--- src/rtl/vga_timing_gen.sv ---
// Raster timing generator: pixel/line counters with registered
// sync, data-enable and line/frame strobes for the video path.
module vga_timing_gen #(
  parameter int H_ACTIVE = 1920,
  parameter int H_FP     = 88,
  parameter int H_SYNC   = 44,
  parameter int H_BP     = 148,
  parameter int V_ACTIVE = 1080,
  parameter int V_FP     = 4,
  parameter int V_SYNC   = 5,
  parameter int V_BP     = 36,
  parameter bit HS_POL   = 1'b1,
  parameter bit VS_POL   = 1'b1,
  parameter int x_width  =
    $clog2(H_ACTIVE + H_FP + H_SYNC + H_BP),
  parameter int y_width  =
    $clog2(V_ACTIVE + V_FP + V_SYNC + V_BP)
) (
  input  logic               clk,
  input  logic               rst_n,
  input  logic               ce,
  output logic [x_width-1:0] sx,
  output logic [y_width-1:0] sy,
  output logic               hsync,
  output logic               vsync,
  output logic               de,
  output logic               line_start,
  output logic               frame_start
);

  localparam int H_TOTAL = H_ACTIVE + H_FP + H_SYNC + H_BP;
  localparam int V_TOTAL = V_ACTIVE + V_FP + V_SYNC + V_BP;

  localparam logic [x_width-1:0] X_MAX =
    x_width'(H_TOTAL - 1);
  localparam logic [y_width-1:0] Y_MAX =
    y_width'(V_TOTAL - 1);
  localparam logic [x_width-1:0] X_ACT =
    x_width'(H_ACTIVE);
  localparam logic [y_width-1:0] Y_ACT =
    y_width'(V_ACTIVE);

  // Sync windows held as inclusive [first, last] so the
  // bounds always fit the counter width, even with no back porch.
  localparam logic [x_width-1:0] HS_FIRST =
    x_width'(H_ACTIVE + H_FP);
  localparam logic [x_width-1:0] HS_LAST =
    x_width'(H_ACTIVE + H_FP + H_SYNC - 1);
  localparam logic [y_width-1:0] VS_FIRST =
    y_width'(V_ACTIVE + V_FP);
  localparam logic [y_width-1:0] VS_LAST =
    y_width'(V_ACTIVE + V_FP + V_SYNC - 1);

  logic [x_width-1:0] sx_nxt;
  logic [y_width-1:0] sy_nxt;
  logic               hs_act;
  logic               vs_act;
  logic               de_nxt;
  logic               ls_nxt;
  logic               fs_nxt;

  // Next raster position and the decode of that position, so the
  // registered flags line up with the registered counters.
  always_comb begin
    sx_nxt = sx + 1'b1;
    sy_nxt = sy;
    if (sx == X_MAX) begin
      sx_nxt = '0;
      if (sy == Y_MAX) begin
        sy_nxt = '0;
      end else begin
        sy_nxt = sy + 1'b1;
      end
    end
    hs_act = (sx_nxt >= HS_FIRST) && (sx_nxt <= HS_LAST);
    vs_act = (sy_nxt >= VS_FIRST) && (sy_nxt <= VS_LAST);
    de_nxt = (sx_nxt < X_ACT) && (sy_nxt < Y_ACT);
    ls_nxt = (sx_nxt == '0);
    fs_nxt = (sx_nxt == '0) && (sy_nxt == '0);
  end

  // Reset parks on the last pixel of the frame; ce gates every update.
  always_ff @(posedge clk or negedge rst_n) begin
    if (!rst_n) begin
      sx          <= X_MAX;
      sy          <= Y_MAX;
      hsync       <= ~HS_POL;
      vsync       <= ~VS_POL;
      de          <= 1'b0;
      line_start  <= 1'b0;
      frame_start <= 1'b0;
    end else if (ce) begin
      sx          <= sx_nxt;
      sy          <= sy_nxt;
      hsync       <= hs_act ? HS_POL : ~HS_POL;
      vsync       <= vs_act ? VS_POL : ~VS_POL;
      de          <= de_nxt;
      line_start  <= ls_nxt;
      frame_start <= fs_nxt;
    end
  end

endmodule

--- config.mk ---
export PLATFORM = sky130hd
export DESIGN_NAME = vga_timing_gen
export DESIGN_NICKNAME = d
export VERILOG_FILES = /design/src/rtl/vga_timing_gen.sv
export SDC_FILE = /design/constraint.sdc
export NUM_CORES = 1
export LEC_CHECK = 0
export BUFFER_PORTS_ARGS = -buffer_cell sky130_fd_sc_hd__buf_4
export CORE_AREA = 2 2 68 70
export DETAILED_ROUTE_END_ITERATION = 16
export DIE_AREA = 0 0 70 72
export PLACE_DENSITY = 0.69
export SLEW_MARGIN = 20
export SYNTH_ARGS = -nofsm -noshare
export SYNTH_HDL_FRONTEND = slang
export SYNTH_SLANG_ARGS = --single-unit
--- constraint.sdc ---
create_clock -name clk -period 8.29 [get_ports clk]
set_clock_uncertainty 0.15 [all_clocks]
set_input_delay 0.829 -clock clk [delete_from_list [all_inputs] [get_ports clk]]
set_output_delay 0.829 -clock clk [all_outputs]
set_load 0.1 [all_outputs]
==> results.ini <==
[outcome]
status=complete, no violations

[clocking]
ctsHoldBuffers=0
postCtsSetupRepairBufs=0
cts_root_buffer=clkbuf_8
clock_path_buffers=2
cts.sinks=28
clk_latency_ns=0.27
clk_pin_slew_worst_paths_ns=0.10
cts_resized=0
tritoncts=done
cts_buffers=3
htreeDepth=1

[power_and_ir_drop]
vdd_ir_drop_max_mv=0.101
p_per_area_nw_per_um2=215
total_power_uw=495
leakage_nw=0.950

[global_routing]
grt_max_degree=29
grt_pass1_vias=1775
overflow=0
antenna_found_initial=0
grt_pass1_wl_mm=8.62
groute.usage.overall_pct=20.7

[placement]
io_buffers=30
gp_congestion=0.854
postPlaceCellArea_um2=2250
numPlacedInstances=309
place_hpwl_mm=3.61
dp_worst_setup_slack_ns=5.34

[route]
final_antenna_net_count=0
drtPass1Iterations=4
wl_per_cell_um=16.2
vias=1901
wl_met1_mm=2.27
dr_wl_met3_um=172
initialDrtViolationCount=157
wl_met2_mm=2.60
routed_wl_mm=5.08
drc_errors=0
vias_per_cell=6.07
top_layer=met4

[synth]
syn_area_um2=2050
synth_edf_count=0
postSynthAreaPerCell_um2=8.33
synth.area.top_cells=dfrtp_1 (22%), dfstp_2 (13%), nand2_1 (5.5%)
synth_top_area_share_pct=22.0
synth_cell_types=56
synth-main-ff-cell=dfrtp_1
yosysSeqAreaShare_pct=34.8
ys_ff_latch=28
synthCells=246
async_flop_share_pct=100
yosysTopAreaCell=dfrtp_1
ys_warn_count=0
syn_nets=254

[timing]
tightest_slew_ns=0.626
setup_ws_ns=5.29
setup_viol_count_final=0
finalSetupTns_ns=0
timing.slew.headroom_pct=57.9
max_freq_mhz=333
period_share_pct=36.2
rsz0062_at_grt=false
hold_viol_final=0
min_period_ns=3.00
slew_viol_final=0

[die]
die_x_um=70
ios=31
die-height_um=72
die_area_um2=5040
rows=24
start_util_pct=48.0
core-area_um2=4260

[run]
drv_cap=0

[layout]
syn2layout_area_growth_pct=12.3
nets=270
layout-drive-gt1-share_pct=20.3
layout.cells.non_filler=313
antenna_cells=0
finalInstanceArea_um2=2300
num-fill-cells=426

[worst_setup_path]
cp.arrival_ns=3.04
endpoint_kind=flip-flop
cp-start-kind=flip-flop
cp.required_ns=8.32
critPathMaxFanout=11
crit_type=reg2reg

[worst_hold_path]
min_path_type=in2async

stage by stage:
| step | util (%) | hold slack, ns |
|---|---|---|
| 2_1_floorplan | - | 0.383 |
| 3_3_place_gp | 52.7 | 0.352 |
| 3_5_place_dp | 52.7 | 0.356 |
| 4_1_cts | 54.0 | 0.323 |
| 5_1_grt | 54.0 | 0.334 |
| 6_report | 54.0 | 0.318 |
synthesized netlist by cell type, types with 6 or more instances:
cell / instances
nor3_1: 11
dfrtp_1: 18
dfstp_2: 10
xnor2_1: 9
nand3_1: 13
nand4_1: 10
nand2_1: 30
inv_1: 8
o21ai_0: 19
clkbuf_1: 11
xor2_1: 6
nor2_1: 13
layout by cell type (no fill, tap or decap), types with 3 or more instances in the layout:
cell type and count:
and3_1 5, nand2_1 30, xnor2_1 9, nor2_1 13, nand4_1 10, clkbuf_8 4
nand3_1 13, nand3b_1 4, ha_1 5, a21oi_1 5, o31ai_1 3, or3_1 4
and4_1 4, inv_1 8, a31oi_1 3, nor3_1 11, o211ai_1 3, dfrtp_1 18
buf_4 30, a211oi_1 3, xor2_1 6, dfstp_2 10, o21ai_0 19
cell type report:
| type | instances | area, um^2 | area share (%) |
|---|---|---|---|
| multi-input cells | 191 | 1210 | 52.7 |
| repair buffers | 30 | 225 | 9.79 |
| clock buffers | 4 | 55.1 | 2.39 |
| inverters | 8 | 30.0 | 1.31 |
| flip-flops and latches | 28 | 713 | 31.0 |
| well taps | 52 | 65.1 | 2.83 |
final timing paths:
path | start | end | slack (ns) | depth (start not counted)
setup / recovery | sx[1] | frame_start | 5.29 | 7
hold / removal | rst_n | sx[5] | 0.32 | 1
setup reg to reg | sx[1] | frame_start | 5.29 | 7
hold reg to reg | sy[10] | sy[10] | 0.36 | 2
max in group asynchronous | rst_n | sy[2] | 7.36 | 1
min in group clk | sy[10] | sy[10] | 0.36 | 2
flip-flops by register name, summed over array words and instances, names as in the netlist:
signal	count
sy	11
de	1
hsync	1
frame_start	1
vsync	1
sx	12
line_start	1
metal layers:
layer	GRT usage, %	up-vias
met5	0	-
met4	6.62	0
met3	2.08	4
met2	35.2	44
met1	27.9	923
li1	-	930
critical path, stage by stage (launching register included):
cell and delay (ns):
dfstp_2 0.60, ha_1 0.26, nand2_2 0.16, and4b_1 0.54, a211oi_1 0.07, or4_1 0.50, or3_1 0.41, o31ai_2 0.22
where the power goes:
group	internal [mW]	switching, mW	leakage (nW)
combinational	0.0539	0.160	0.571
clock	0.0424	0.0412	0.0288
sequential	0.159	0.0382	0.350
cell families (layout without fill, tap and decap cells):
family | after synthesis | in the layout | share of synthesized area, %
AND/OR/NAND/NOR | 115 | 115 | 30.9
AO/OA/AOI/OAI | 53 | 53 | 17.2
flip-flops | 28 | 28 | 34.8
buffers and inverters | 27 | 42 | 5.99
XOR/XNOR | 15 | 15 | 6.41
adder cells (fa/ha/maj) | 5 | 5 | 3.05
multiplexers | 3 | 3 | 1.59
Note: power is estimated with default switching activity, not from simulation.
